**src/rtl/canvas_writer.sv**
```systemverilog
// rtl/canvas_writer.sv - command-driven pixel writer owning the canvas RAM write port
module canvas_writer #(
  parameter int COLS   = 320,
  parameter int ROWS   = 240,
  parameter int COL_W  = 9,
  parameter int ROW_W  = 8,
  parameter int DATA_W = 8
) (
  input  logic              clk_i,
  input  logic              rst_i,
  input  logic              cmd_valid_i,
  input  logic [31:0]       cmd_data_i,
  output logic              cmd_ready_o,
  output logic              busy_o,
  output logic              we_o,
  output logic [COL_W-1:0]  col_o,
  output logic [ROW_W-1:0]  row_o,
  output logic [DATA_W-1:0] data_o
);

  typedef enum logic {S_IDLE, S_FILL} state_t;

  localparam logic [COL_W:0] C_COLS = (COL_W+1)'(COLS);
  localparam logic [ROW_W:0] C_ROWS = (ROW_W+1)'(ROWS);

  localparam logic [3:0] OP_SET_COLOR = 4'h1;
  localparam logic [3:0] OP_SET_POS   = 4'h2;
  localparam logic [3:0] OP_PLOT      = 4'h3;
  localparam logic [3:0] OP_FILL_RECT = 4'h4;
  localparam logic [3:0] OP_CLEAR     = 4'h5;

  state_t              r_state, w_state_nxt;
  logic [DATA_W-1:0]   r_colour, w_colour_nxt;
  logic [COL_W-1:0]    r_pos_col, w_pos_col_nxt;
  logic [ROW_W-1:0]    r_pos_row, w_pos_row_nxt;
  // Active fill: size, origin and the (x,y) of the pixel emitted on the next edge
  logic [COL_W-1:0]    r_fw, w_fw_nxt, r_fx, w_fx_nxt, r_fbc, w_fbc_nxt;
  logic [ROW_W-1:0]    r_fh, w_fh_nxt, r_fy, w_fy_nxt, r_fbr, w_fbr_nxt;
  logic                w_ready_nxt, w_busy_nxt, w_we_nxt;
  logic [COL_W-1:0]    w_col_nxt;
  logic [ROW_W-1:0]    w_row_nxt;
  logic [DATA_W-1:0]   w_data_nxt;

  logic [3:0]          w_op;
  logic                w_acc;
  logic [COL_W-1:0]    w_new_w, w_new_bc, w_src_w, w_src_x, w_src_bc, w_adv_x;
  logic [ROW_W-1:0]    w_new_h, w_new_br, w_src_h, w_src_y, w_src_br, w_adv_y;
  logic [COL_W:0]      w_px_col;
  logic [ROW_W:0]      w_px_row;
  logic                w_px_in, w_last, w_plot_in, w_plot_col_wrap;

  assign w_op  = cmd_data_i[31:28];
  assign w_acc = cmd_valid_i && cmd_ready_o && (r_state == S_IDLE);

  // CLEAR is a fill of the whole canvas from the origin, leaving pos untouched
  assign w_new_w  = (w_op == OP_CLEAR) ? C_COLS[COL_W-1:0] : cmd_data_i[COL_W-1:0];
  assign w_new_h  = (w_op == OP_CLEAR) ? C_ROWS[ROW_W-1:0] : cmd_data_i[COL_W+ROW_W-1:COL_W];
  assign w_new_bc = (w_op == OP_CLEAR) ? '0 : r_pos_col;
  assign w_new_br = (w_op == OP_CLEAR) ? '0 : r_pos_row;

  // The accept edge emits pixel (0,0) of the new fill; later edges use the stored state
  assign w_src_w  = (r_state == S_FILL) ? r_fw  : w_new_w;
  assign w_src_h  = (r_state == S_FILL) ? r_fh  : w_new_h;
  assign w_src_x  = (r_state == S_FILL) ? r_fx  : '0;
  assign w_src_y  = (r_state == S_FILL) ? r_fy  : '0;
  assign w_src_bc = (r_state == S_FILL) ? r_fbc : w_new_bc;
  assign w_src_br = (r_state == S_FILL) ? r_fbr : w_new_br;

  // One extra bit so pixels past the right/bottom edge clip instead of wrapping
  assign w_px_col = {1'b0, w_src_bc} + {1'b0, w_src_x};
  assign w_px_row = {1'b0, w_src_br} + {1'b0, w_src_y};
  assign w_px_in  = (w_px_col < C_COLS) && (w_px_row < C_ROWS);

  assign w_last  = (w_src_x == w_src_w - 1'b1) && (w_src_y == w_src_h - 1'b1);
  assign w_adv_x = (w_src_x == w_src_w - 1'b1) ? '0 : w_src_x + 1'b1;
  assign w_adv_y = (w_src_x == w_src_w - 1'b1) ? w_src_y + 1'b1 : w_src_y;

  assign w_plot_in       = ({1'b0, r_pos_col} < C_COLS) && ({1'b0, r_pos_row} < C_ROWS);
  assign w_plot_col_wrap = ({1'b0, r_pos_col} >= C_COLS - 1'b1);

  // Next-state and next-output decode for command accept and fill stepping
  always_comb begin
    w_state_nxt   = r_state;
    w_ready_nxt   = cmd_ready_o;
    w_busy_nxt    = busy_o;
    w_we_nxt      = 1'b0;
    w_col_nxt     = col_o;
    w_row_nxt     = row_o;
    w_data_nxt    = data_o;
    w_colour_nxt  = r_colour;
    w_pos_col_nxt = r_pos_col;
    w_pos_row_nxt = r_pos_row;
    w_fw_nxt      = r_fw;
    w_fh_nxt      = r_fh;
    w_fx_nxt      = r_fx;
    w_fy_nxt      = r_fy;
    w_fbc_nxt     = r_fbc;
    w_fbr_nxt     = r_fbr;
    case (r_state)
      S_IDLE: begin
        if (w_acc) begin
          case (w_op)
            OP_SET_COLOR: w_colour_nxt = cmd_data_i[DATA_W-1:0];
            OP_SET_POS: begin
              w_pos_col_nxt = cmd_data_i[COL_W-1:0];
              w_pos_row_nxt = cmd_data_i[COL_W+ROW_W-1:COL_W];
            end
            OP_PLOT: begin
              if (w_plot_in) begin
                w_we_nxt   = 1'b1;
                w_col_nxt  = r_pos_col;
                w_row_nxt  = r_pos_row;
                w_data_nxt = r_colour;
              end
              if (w_plot_col_wrap) begin
                w_pos_col_nxt = '0;
                w_pos_row_nxt = ({1'b0, r_pos_row} == C_ROWS - 1'b1) ? '0 : r_pos_row + 1'b1;
              end else begin
                w_pos_col_nxt = r_pos_col + 1'b1;
              end
            end
            OP_FILL_RECT, OP_CLEAR: begin
              if ((w_new_w != '0) && (w_new_h != '0)) begin
                if (w_px_in) begin
                  w_we_nxt   = 1'b1;
                  w_col_nxt  = w_px_col[COL_W-1:0];
                  w_row_nxt  = w_px_row[ROW_W-1:0];
                  w_data_nxt = r_colour;
                end
                w_fw_nxt  = w_new_w;
                w_fh_nxt  = w_new_h;
                w_fbc_nxt = w_new_bc;
                w_fbr_nxt = w_new_br;
                if (!w_last) begin
                  w_state_nxt = S_FILL;
                  w_ready_nxt = 1'b0;
                  w_busy_nxt  = 1'b1;
                  w_fx_nxt    = w_adv_x;
                  w_fy_nxt    = w_adv_y;
                end
              end
            end
            default: ;
          endcase
        end
      end
      S_FILL: begin
        if (w_px_in) begin
          w_we_nxt   = 1'b1;
          w_col_nxt  = w_px_col[COL_W-1:0];
          w_row_nxt  = w_px_row[ROW_W-1:0];
          w_data_nxt = r_colour;
        end
        if (w_last) begin
          w_state_nxt = S_IDLE;
          w_ready_nxt = 1'b1;
          w_busy_nxt  = 1'b0;
        end else begin
          w_fx_nxt = w_adv_x;
          w_fy_nxt = w_adv_y;
        end
      end
      default: w_state_nxt = S_IDLE;
    endcase
  end

  // State, working registers and registered RAM port outputs
  always_ff @(posedge clk_i or posedge rst_i) begin
    if (rst_i) begin
      r_state     <= S_IDLE;
      cmd_ready_o <= 1'b1;
      busy_o      <= 1'b0;
      we_o        <= 1'b0;
      col_o       <= '0;
      row_o       <= '0;
      data_o      <= '0;
      r_colour    <= '0;
      r_pos_col   <= '0;
      r_pos_row   <= '0;
      r_fw        <= '0;
      r_fh        <= '0;
      r_fx        <= '0;
      r_fy        <= '0;
      r_fbc       <= '0;
      r_fbr       <= '0;
    end else begin
      r_state     <= w_state_nxt;
      cmd_ready_o <= w_ready_nxt;
      busy_o      <= w_busy_nxt;
      we_o        <= w_we_nxt;
      col_o       <= w_col_nxt;
      row_o       <= w_row_nxt;
      data_o      <= w_data_nxt;
      r_colour    <= w_colour_nxt;
      r_pos_col   <= w_pos_col_nxt;
      r_pos_row   <= w_pos_row_nxt;
      r_fw        <= w_fw_nxt;
      r_fh        <= w_fh_nxt;
      r_fx        <= w_fx_nxt;
      r_fy        <= w_fy_nxt;
      r_fbc       <= w_fbc_nxt;
      r_fbr       <= w_fbr_nxt;
    end
  end

endmodule

```
**config.mk**
```make
export PLATFORM = sky130hd
export DESIGN_NAME = canvas_writer
export DESIGN_NICKNAME = d
export VERILOG_FILES = /design/src/rtl/canvas_writer.sv
export SDC_FILE = /design/constraint.sdc
export NUM_CORES = 1
export LEC_CHECK = 0
export CAP_MARGIN = 20
export CORE_AREA = 2 2 162 164
export CTS_CLUSTER_SIZE = 25
export DETAILED_ROUTE_END_ITERATION = 10
export DIE_AREA = 0 0 164 166
export HOLD_SLACK_MARGIN = 0.08
export SLEW_MARGIN = 20
export SYNTH_ARGS = -nofsm -noshare
export SYNTH_HDL_FRONTEND = slang
export SYNTH_SLANG_ARGS = --single-unit
```
**constraint.sdc**
```tcl
create_clock -name clk_i -period 6.4 [get_ports clk_i]
set_input_delay 1.92 -clock clk_i [delete_from_list [all_inputs] [get_ports clk_i]]
set_output_delay 1.92 -clock clk_i [all_outputs]
set_load 0.005 [all_outputs]
```
==> implementation parameters <==
Parameter                              Value

Outcome
  Outcome    finished, final reports clean

Place
  Number of buffer cells added on primary ports    51
  Final estimated routing congestion in global placement    0.883
  Half-perimeter wire length of the detailed placement result    15400 µm
  Placed Instance Area    0.00812 mm²

Worst hold path
  Origin of the worst min-delay path    r_fbc[1]
  Class of the worst hold path    reg2reg

Cells and area
  Share of cells above drive strength 1    8.00%
  Final instance area    0.00840 mm²
  Commonest non-fill, non-tap cells in the layout    138 x sky130_fd_sc_hd__nand2_1, 104 x sky130_fd_sc_hd__o21ai_0, 103 x sky130_fd_sc_hd__dfrtp_1
  Most common library cell in the layout ignoring fill and taps    sky130_fd_sc_hd__nand2_1
  Share of the core filled with cells    32.8%
  Final layout net count    981
  P&R area growth vs syn    15.2%
  Number of filler instances in the final layout    2723
  Antenna diode instance count    0

CTS
  Post-cts resize count    0
  Clock transition at path regs    0.07 ns
  Clock sink count    105
  Clock root buffer master    sky130_fd_sc_hd__clkbuf_16
  Max clock buf depth    2
  Total setup buffers inserted after CTS    0
  Hold-fix buffers at CTS    0
  CTS buffer count    9
  Source-to-sink clock delay at the later pin of the worst-skew pair    0.36 ns
  Total number of H-tree levels    3
  Clock tree from TritonCTS    built

Route
  Initial detailed-routing violation count    419
  Wire length per cell after detailed routing    16.6 µm
  Routed WL    20900 µm
  Number of search-and-repair iterations in the first detailed-routing pass    7
  Routed via count divided by cell count    5.23
  Post-route ant nets    0
  # DRC    0
  Total number of vias    6590

Global routing
  Global routing usage summed across all routing layers    15.4%
  Global-route wire length before repair    33700 µm
  Number of antenna violations at the first check in global routing    0
  Sum of overflow across all layers after global routing    0
  Number of global-route vias before repair    6115
  Maximum number of pins on one net before global-route repair    80

Yosys
  Primary flip-flop cell chosen by synthesis mapping    sky130_fd_sc_hd__dfrtp_1
  Net Count, Synth    955
  Top cell type's share of synthesized area    35.7%
  Yosys synthesis warning count    0
  Gate Count Post-Synth    894
  Proportion of synthesized chip area in sequential cells    36.1%
  Number of enable flip-flop cells after synthesis    0
  Post-synth top area cell    sky130_fd_sc_hd__dfrtp_1
  Cell types occupying the most area after synthesis    sky130_fd_sc_hd__dfrtp_1 36%, sky130_fd_sc_hd__o21ai_0 7.1%, sky130_fd_sc_hd__nand2_1 7.1%
  Count of different cell masters after synthesis    78
  Post-synth ARST share    100%
  Cell area after technology mapping    0.00729 mm²
  Avg Synthesized Cell Area    8.15 µm²
  FF+latch count, synth    105

Setup path
  Path type of the worst setup path    in2reg
  Critical path's slowest cell    sky130_fd_sc_hd__or4b_2
  Arrival time worst endpoint    5.99 ns
  Crit-path max FO    27
  Maximum cell stage delay along the critical path    0.65 ns
  Setup crit start    cmd_data_i[29]
  Data required time at the worst endpoint    6.69 ns
  Kind of start point of the critical path    input pin
  Beginning of the worst register-to-register path    r_state
  Family with the most delay on the worst path    simple AND/OR/NAND/NOR gates
  Buffering stage count on the worst path with inverters included    2
  Most common cell type on the critical path    sky130_fd_sc_hd__nand3_1
  Type of element capturing the critical path    flip-flop
  Worst-path cell chain    clkdlybuf4s50_1, nand4bb_4, nand2_1, o21ai_0, ha_1, a211oi_1, o21bai_1, a2111oi_1, nor3_1, nand3_1, o2111ai_2, buf_4, or4b_2, nand3_1

STA
  Pin slew with the least headroom to its limit    0.738 ns
  Clock period minus worst slack    5.70 ns
  Fmax achieved    175 MHz
  Setup repair after global routing missed its margin    no
  Slew HR    50.8%
  Max Slew Vio Count    0
  Final setup violating endpoints    0
  Final Hold Slack    0.482 ns
  Maximum clock skew at final layout    0.00654 ns
  Final-report hold violation count    0
  Total Neg Setup Slack    0 ns
  Crit share post-route    89.1%

Job
  Max capacitance violation total    0

Floorplanning
  Die outline height    166 µm
  Number of top-level pins    63
  Core Region    0.0256 mm²
  Initial standard-cell utilization of the core    28.5%
  Horizontal die dimension    164 µm
  # rows    59
  Area enclosed by the die boundary    0.0272 mm²

Pwr
  Leak pwr    3.58 nW
  Pwr Total    2.58 mW
  Fraction of power consumed by sequential logic    40.3%
  Design internal power    1.59 mW
  Clock network fraction of design power    21.1%
  Proportion of total power due to net switching    38.4%
  Combinational fraction of design power    38.6%
  Cell Pwr Density    307 mW/mm²
  IR drop worst, VDD    0.000143 V
  Psw    989 µW
cell families (layout without fill, tap and decap cells):
group	Yosys count	after routing	share of synthesized area, %
buf+inv	74	105	4.60
simple gates	399	399	28.2
xor+xnor	33	33	3.97
compound gates	247	247	21.0
fa+ha+maj	26	26	4.67
mux	10	10	1.53
flops	105	105	36.1
cells in the mapped netlist, drive strengths merged (7+ instances only):
cell type,number
mux2,9
nor4,10
o21ai,104
a31oi,10
o21a,9
clkbuf,40
a211oi,12
nor2,77
or4b,10
buf,18
nor3b,14
ha,24
a21oi,49
nor2b,12
o32ai,13
and2,18
xor2,20
inv,15
nand3,38
nand2,138
a21o,7
nor3,25
dfrtp,104
and3,11
xnor2,13
state kept, by name (all words and copies together) (netlist names):
| signal | count |
|---|---|
| r_fw | 9 |
| cmd_ready_o | 1 |
| r_fy | 8 |
| r_colour | 8 |
| row_o | 8 |
| we_o | 1 |
| r_pos_col | 9 |
| data_o | 8 |
| r_fh | 8 |
| r_pos_row | 8 |
| r_fbr | 8 |
| r_state | 1 |
| busy_o | 1 |
| r_fx | 9 |
| r_fbc | 9 |
| col_o | 9 |
metal layers:
metal  wire length (µm)  vias up  track usage [%]  part of all wire [%]
li1                   -     3288                -                     -
met1              10100     3136             21.7                    48
met2               9800      140             24.8                    47
met3                647       26             1.67                   3.1
met4                410        0             4.84                   2.0
met5                  0        -                0                     0
layout make-up:
class                   count  area [µm²]  share of cell area [%]
inverters                  16        65.1                   0.775
clock buffers              10         229                    2.73
clock inverters             6        52.6                   0.626
multi-input cells         715        4330                    51.5
repair buffers             73         676                    8.04
flip-flops and latches    105        2630                    31.3
well taps                 335         419                    4.99
worst min-delay path, stage by stage, from the launching register on:
cell,delay (ns)
sky130_fd_sc_hd__dfrtp_1,0.34
sky130_fd_sc_hd__nand2_1,0.04
sky130_fd_sc_hd__o21ai_0,0.06
stage by stage:
stage | std cells | setup slack (ns)
after floorplan | 894 | 0.791
after global placement | 1244 | 0.389
after detailed placement | 1244 | 0.368
after CTS | 1260 | 0.746
after global routing | 1260 | 0.356
final | 1260 | 0.701
worst paths after layout:
kind                             end  slack (ns)  cells after the start
max                        data_o[7]        0.70                     14
min                         r_fbc[1]        0.48                      2
max reg2reg                 col_o[4]        2.13                     12
min reg2reg                 r_fbc[1]        0.48                      2
max in group asynchronous    r_state        3.39                      3
min in group asynchronous   r_fbr[3]        2.09                      2
power groups by stage:
stage               Combinational [mW]  Clock [mW]  Sequential [mW]
floorplan                        0.684           0            0.973
global placement                 0.978           0             1.04
global route                      1.11       0.579             1.07
finish                           0.994       0.544             1.04
CTS                              0.996       0.559             1.04
detailed placement               0.993           0             1.05
Power figures use the tool's default switching activity.
